## config.mk

```make
export PLATFORM = sky130hd
export DESIGN_NAME = sine_pwm_dac
export DESIGN_NICKNAME = d
export VERILOG_FILES = /design/src/rtl/sine_pwm_dac.sv
export SDC_FILE = /design/constraint.sdc
export NUM_CORES = 1
export LEC_CHECK = 0
export CAP_MARGIN = 20
export CORE_ASPECT_RATIO = 0.6
export CORE_UTILIZATION = 50
export DETAILED_ROUTE_END_ITERATION = 16
export DONT_BUFFER_PORTS = 1
export SETUP_SLACK_MARGIN = 0.15
export SYNTH_ARGS = -nofsm -noshare
export SYNTH_HDL_FRONTEND = slang
export SYNTH_SLANG_ARGS = --single-unit
```

## constraint.sdc

```tcl
create_clock -name clk -period 2 [get_ports clk]
set_input_delay 0.4 -clock clk [delete_from_list [all_inputs] [get_ports clk]]
set_output_delay 0.4 -clock clk [all_outputs]
set_load 0.02 [all_outputs]
```

## src/rtl/sine_pwm_dac.sv

```systemverilog
// Double-buffered PWM DAC for signed samples, with ready/valid pacing and a period-start strobe.
// Define SINE_PWM_UNDERRUN_EN to build the sticky underrun flag; otherwise underrun is tied low.
module sine_pwm_dac #(
  parameter int WIDTH    = 8,
  parameter int PRESCALE = 1
) (
  input  logic             clk,
  input  logic             reset,
  input  logic [WIDTH-1:0] sample_in,
  input  logic             sample_valid,
  output logic             sample_ready,
  input  logic             underrun_clr,
  output logic             pwm_out,
  output logic             period_start,
  output logic             underrun
);

  localparam logic [15:0]      PRE_MAX  = 16'(PRESCALE - 1);
  localparam logic [WIDTH-1:0] CNT_MAX  = '1;
  localparam logic [WIDTH-1:0] MIDSCALE = {1'b1, {(WIDTH-1){1'b0}}};

  logic [15:0]      pre_cnt;
  logic [WIDTH-1:0] cnt;
  logic [WIDTH-1:0] active;
  logic [WIDTH-1:0] shadow;
  logic             shadow_full;
  logic [WIDTH-1:0] duty;
  logic             tick;
  logic             boundary;
  logic             transfer;

  assign tick         = (pre_cnt == PRE_MAX);
  assign boundary     = tick && (cnt == CNT_MAX);
  assign sample_ready = ~shadow_full & ~reset;
  assign transfer     = sample_valid & sample_ready;
  // Offset-binary: flipping the sign bit adds half-scale modulo 2^WIDTH.
  assign duty         = {~sample_in[WIDTH-1], sample_in[WIDTH-2:0]};

  always_ff @(posedge clk) begin
    if (reset) begin
      pre_cnt      <= '0;
      cnt          <= '0;
      active       <= MIDSCALE;
      shadow       <= '0;
      shadow_full  <= 1'b0;
      pwm_out      <= 1'b0;
      period_start <= 1'b0;
    end else begin
      // NOTE: non-blocking assignments, so every register here samples pre-edge values.
      pre_cnt      <= tick ? '0 : pre_cnt + 16'd1;
      if (tick) cnt <= cnt + WIDTH'(1);
      pwm_out      <= (cnt < active);
      period_start <= boundary;

      if (boundary) begin
        if (shadow_full) begin
          active      <= shadow;
          shadow_full <= 1'b0;
        end else if (transfer) begin
          active <= duty;
        end
      end else if (transfer) begin
        shadow      <= duty;
        shadow_full <= 1'b1;
      end
    end
  end

`ifdef SINE_PWM_UNDERRUN_EN
  logic underrun_q;

  // A new underrun on this edge takes priority over a coincident clear.
  always_ff @(posedge clk) begin
    if (reset) begin
      underrun_q <= 1'b0;
    end else if (boundary && !shadow_full && !transfer) begin
      underrun_q <= 1'b1;
    end else if (underrun_clr) begin
      underrun_q <= 1'b0;
    end
  end

  assign underrun = underrun_q;
`else
  logic unused_clr;
  assign unused_clr = underrun_clr;
  assign underrun   = 1'b0;
`endif

endmodule

```

# Yosys cells after proc, flatten, opt, wreduce, memory -nomap -nowiden
# Cells that the tools add are included.
totals:
  regBits: 43
  inputBits: 12
  out_inout_bits: 4
  elab_cells: 26
classes:
  n_addsub: 2
  order_cmp: 1
  n_eq_ne: 1
  n_mux: 2
  bitwise: 6
  reduce_logical: 7
ops:
  columns: ["cell", "n"]
  rows:
  - ["16-bit by 1-bit adder with 16-bit output (second input constant)", 1]
  - ["16-bit logical NOT", 1]
  - ["8-bit 2-to-1 mux", 2]
  - ["8-bit by 1-bit adder with 8-bit output (second input constant)", 1]
  - ["8-bit equality test (second input constant)", 1]
  - ["8-bit < comparator", 1]
  - ["1-bit inverter", 4]
  - ["2-bit AND reduction", 2]
  - ["2-bit OR reduction", 2]
  - ["1-bit AND", 2]
  - ["2-bit nonzero test", 1]
  - ["1-bit logical AND", 1]

# Longest topological paths before layout
# Gate-level depths: netlist (run 1).
logic_depth:
  word_depth: 5
  mapped_depth: 7
  mapped_depth_nobuf: 6

# Worst setup path before layout (run 1)
# OpenSTA, ideal clock, no wires.
synth_path:
  path_type: "register -> register"
  startpoint: "register pre_cnt[0]"
  endpoint: "register active[0]"
  setup_ns: 0.121
  arrival_time_ns: 1.729
  t_required_ns: 1.879
  slack_ns: 0.150
  path_stages_with_launch: 7
  path_buffers: 0
  period_less_slack_ns: 1.850
  cell_sequence: "dfxtp_1 -> inv_1 -> ha_1 -> nor2b_1 -> nand3_4 -> nor4_4 -> mux2_2"
synth_between:
  elab_chain_len: 3
synth_rtl:
  columns: ["element", "line_no", "rtl"]
  rows:
  - ["start, declared", "22", "logic [15:0] pre_cnt;"]
  - ["start signal, assigned", "50", "pre_cnt <= tick ? '0 : pre_cnt + 16'd1;"]
  - ["16-bit logical NOT", "32", "assign tick = (pre_cnt == PRE_MAX);"]
  - ["1-bit logical AND", "33", "assign boundary = tick && (cnt == CNT_MAX);"]
  - ["2-bit AND reduction (no line)", null, null]
  - ["end signal, assigned", "57", "active <= shadow;"]
  - ["end signal, assigned", "60", "active <= duty;"]
  - ["end, declared", "24", "logic [WIDTH-1:0] active;"]
# No other way between the ends.
# A chain may end at the register's enable or synchronous reset.

# Worst setup path after layout (run 1)
layout_path:
  startpoint: "register pre_cnt[5]"
  endpoint: "register cnt[5]"
layout_between:
  elab_chain_len: 1
layout_rtl:
  columns: ["element", "line_no", "rtl"]
  rows:
  - ["16-bit logical NOT", "32", null]
  - ["end signal, assigned", "51", "if (tick) cnt <= cnt + WIDTH'(1);"]
  - ["end, declared", "23", "logic [WIDTH-1:0] cnt;"]
# No other way between the ends.

==> results of run 1 <==
[stage by stage]
| stage | std cells | hold WS (ns) | util | area (µm²) |
|---|---|---|---|---|
| 2_1_floorplan | 242 | 0.4418 | - | 2241 |
| 3_3_place_gp | 303 | 0.4592 | 0.5615 | 2365 |
| 3_5_place_dp | 303 | 0.4755 | 0.5615 | 2365 |
| 4_1_cts | 309 | 0.1569 | 0.5841 | 2460 |
| 5_1_grt | 311 | 0.1551 | 0.5936 | 2500 |
| 6_report | 311 | 0.1733 | 0.5936 | 2500 |
[synth_stat cells (2+ instances only)]
cell	instances
a21oi_1	10
and2_1	2
and4_1	2
buf_1	2
clkbuf_1	5
dfxtp_1	43
ha_1	10
inv_1	18
mux2_2	14
mux2i_1	10
nand2_1	5
nand2b_1	3
nand3_1	8
nand4_1	5
nor2_1	34
nor2b_1	10
nor3_1	6
nor4_1	4
nor4_4	3
o21ai_0	3
o31a_1	2
o31ai_1	3
o41ai_1	3
or3_1	4
or4_1	3
or4b_1	2
xnor2_1	9
xor2_1	3
[per-layer routing]
metal,track usage,vias up,wire [µm]
li1,-,869,-
met5,0,-,0
met4,0.06183,0,36
met3,0.05828,4,212
met1,0.2877,812,2356
met2,0.2833,31,1791
[power breakdown]
group          internal, mW  leakage (nW)  total (mW)  switching, mW
clock                 0.233        0.0371       0.510          0.277
sequential            0.873         0.353       0.888         0.0149
combinational        0.0556         0.514       0.102         0.0467
[state kept, by name (all words and copies together) (netlist names)]
register      flops
pre_cnt          16
active            8
cnt               8
shadow            8
period_start      1
pwm_out           1
shadow_full       1
[final timing paths]
kind | depth (start not counted) | slack (ns) | endpoint | start
setup / recovery | 5 | 0.21 | cnt[5]$_SDFFE_PP0P_ | pre_cnt[5]$_SDFF_PP0_
hold / removal | 1 | 0.17 | cnt[0]$_SDFFE_PP0P_ | reset
setup reg to reg | 5 | 0.21 | cnt[5]$_SDFFE_PP0P_ | pre_cnt[5]$_SDFF_PP0_
hold reg to reg | 2 | 0.49 | shadow[7]$_SDFFE_PP0P_ | shadow[7]$_SDFFE_PP0P_
[cell type report]
class	count	area [µm²]
well taps	60	75.07
multi-input cells	172	1303
clock buffers	6	72.57
inverters	18	67.56
repair buffers	12	110.1
fillers	377	1712
flip-flops and latches	43	872.1
[what timing repair did]
| item | 4_1_cts | 5_1_grt |
|---|---|---|
| pin swaps | 1 | 2 |
| cloned | 0 | 0 |
| hold endpoints to repair | 0 | 0 |
| buffers inserted | 0 | 2 |
| hold buffers | 0 | 0 |
| endpoints found under the setup margin | 17 | 16 |
| gates resized for setup | 6 | 10 |
[worst max-delay path: stages, from the launching register on]
cell     delay (ns)
dfxtp_1        0.36
nor4_4         0.37
buf_4          0.19
nand2_1        0.14
or4b_1         0.50
a21oi_1        0.16
[placed cells by master (no fill, tap or decap), drive strengths merged, types with 5 or more instances in the layout]
| cell type | synthesis | routed |
|---|---|---|
| nor4 | 8 | 8 |
| nor3 | 6 | 6 |
| nor2b | 10 | 10 |
| ha | 10 | 10 |
| nor2 | 34 | 34 |
| mux2 | 14 | 14 |
| mux2i | 10 | 10 |
| buf | 4 | 12 |
| nand3 | 9 | 9 |
| inv | 18 | 18 |
| xnor2 | 9 | 9 |
| nand4 | 6 | 6 |
| dfxtp | 43 | 43 |
| a21oi | 10 | 10 |
| nand2 | 5 | 5 |
| clkbuf | 5 | 6 |
[cell families after synthesis]
| logic type | share of synthesized area |
|---|---|
| buffers and inverters | 0.04746 |
| AO/OA/AOI/OAI | 0.08934 |
| adder cells (fa/ha/maj) | 0.05583 |
| other | 0.001673 |
| flip-flops | 0.3841 |
| multiplexers | 0.1150 |
| XOR/XNOR | 0.04691 |
| AND/OR/NAND/NOR | 0.2596 |
==> flow_metrics.py, run 1 <==
metrics = {
    "sta": {
        "rsz0062_at_grt": "true",
        "fin_crit_sh": 0.8931,
        "fin_worst_skew_ns": 0.005011,
        "period_needed_ns": 1.786,
        "worst_slack_ns": 0.2138,
        "hold_violations": 0,
        "setup_tns_ns": 0,
        "fmax_mhz": 559.8,
        "slew_violations": 0,
        "setup_violations": 0,
    },
    "clock_network": {
        "root_buffer": "clkbuf_8",
        "cts_max_path_buffers": 2,
        "clock-sinks": 43,
        "clkTransAtPathRegs_ns": 0.08,
        "cts_made_buffers": 5,
        "worst_skew_pair.late_latency_ns": 0.29,
        "h-tree-depth": 2,
        "cts_tree": "built",
    },
    "synthesis": {
        "ys_ff_latch": 43,
        "synthCells": 242,
        "async_flop_share": 0,
        "yosysSeqAreaShare": 0.3841,
        "yosysTopAreaCell": "dfxtp_1",
        "synth_edf_count": 0,
        "synth_area_um2": 2241,
        "synth_top_area_frac": 0.3841,
        "synth.top_cells.by_area": "dfxtp_1 (38%), mux2_2 (7.0%), nor2_1 (5.7%)",
        "synthFlopType": "dfxtp_1",
        "synth_nets": 264,
        "synth.avg_cell_area_um2": 9.260,
        "synth_cell_types": 44,
        "yosysWarnings": 0,
    },
    "power_and_ir_drop": {
        "power_mw": 1.501,
        "p_leak_nw": 0.9045,
        "vdd_drop_max_mv": 0.4421,
        "power_density_nw_per_um2": 600.3,
    },
    "global_routing": {
        "grt_max_degree": 38,
        "grt-ovfl-total": 0,
        "antenna_found_initial": 0,
        "grt_pass1_wl_um": 6941,
        "grt.total_usage": 0.1991,
        "grt_pass1_vias": 1483,
    },
    "finish": {
        "final_net_count": 274,
        "drive_above_1_share": 0.1992,
        "n_antenna_cell": 0,
        "syn2layout_area_growth_pct": 11.56,
    },
    "floorplanning": {
        "row_count": 18,
        "die_h_um": 53.86,
        "core-area_um2": 4212,
        "io_pins": 16,
        "initial_core_util": 0.5321,
        "dieArea_um2": 4762,
        "fp.dieW_um": 88.43,
    },
    "placement": {
        "gp_congestion": 0.8390,
        "place_ws_ns": 0.04842,
        "dp.final_hpwl_um": 3296,
        "io_buffers": 0,
    },
    "critical_path": {
        "path_class": "reg2reg",
        "path_max_fanout": 6,
        "endpoint_kind": "register",
        "required_ns": 2.22,
        "cp-start-kind": "register",
        "arrival_ns": 2.01,
    },
    "min_path": {
        "hold_class": "in2reg",
    },
    "detailed_routing": {
        "vias_per_cell": 5.518,
        "first_pass_iters": 4,
        "initialDrtViolationCount": 67,
        "wl_per_cell_um": 14.13,
        "drt-total-wl_um": 4395,
        "drc": 0,
        "vias": 1716,
        "ant_nets": 0,
    },
    "status": {
        "outcome": "finished, final reports clean",
    },
    "run": {
        "cap_violations": 0,
    },
}
Note: power is estimated with default switching activity, not from simulation.
==> inputs of run 2 (changes only) <==
--- a/config.mk
+++ b/config.mk
@@ -11,6 +11,7 @@
 export DETAILED_ROUTE_END_ITERATION = 16
 export DONT_BUFFER_PORTS = 1
 export SETUP_SLACK_MARGIN = 0.15
+export SLEW_MARGIN = 40
 export SYNTH_ARGS = -nofsm -noshare
 export SYNTH_HDL_FRONTEND = slang
 export SYNTH_SLANG_ARGS = --single-unit
==> results of run 2 <==
No change in the layout: final DEF, timing and power equal those of run 1.
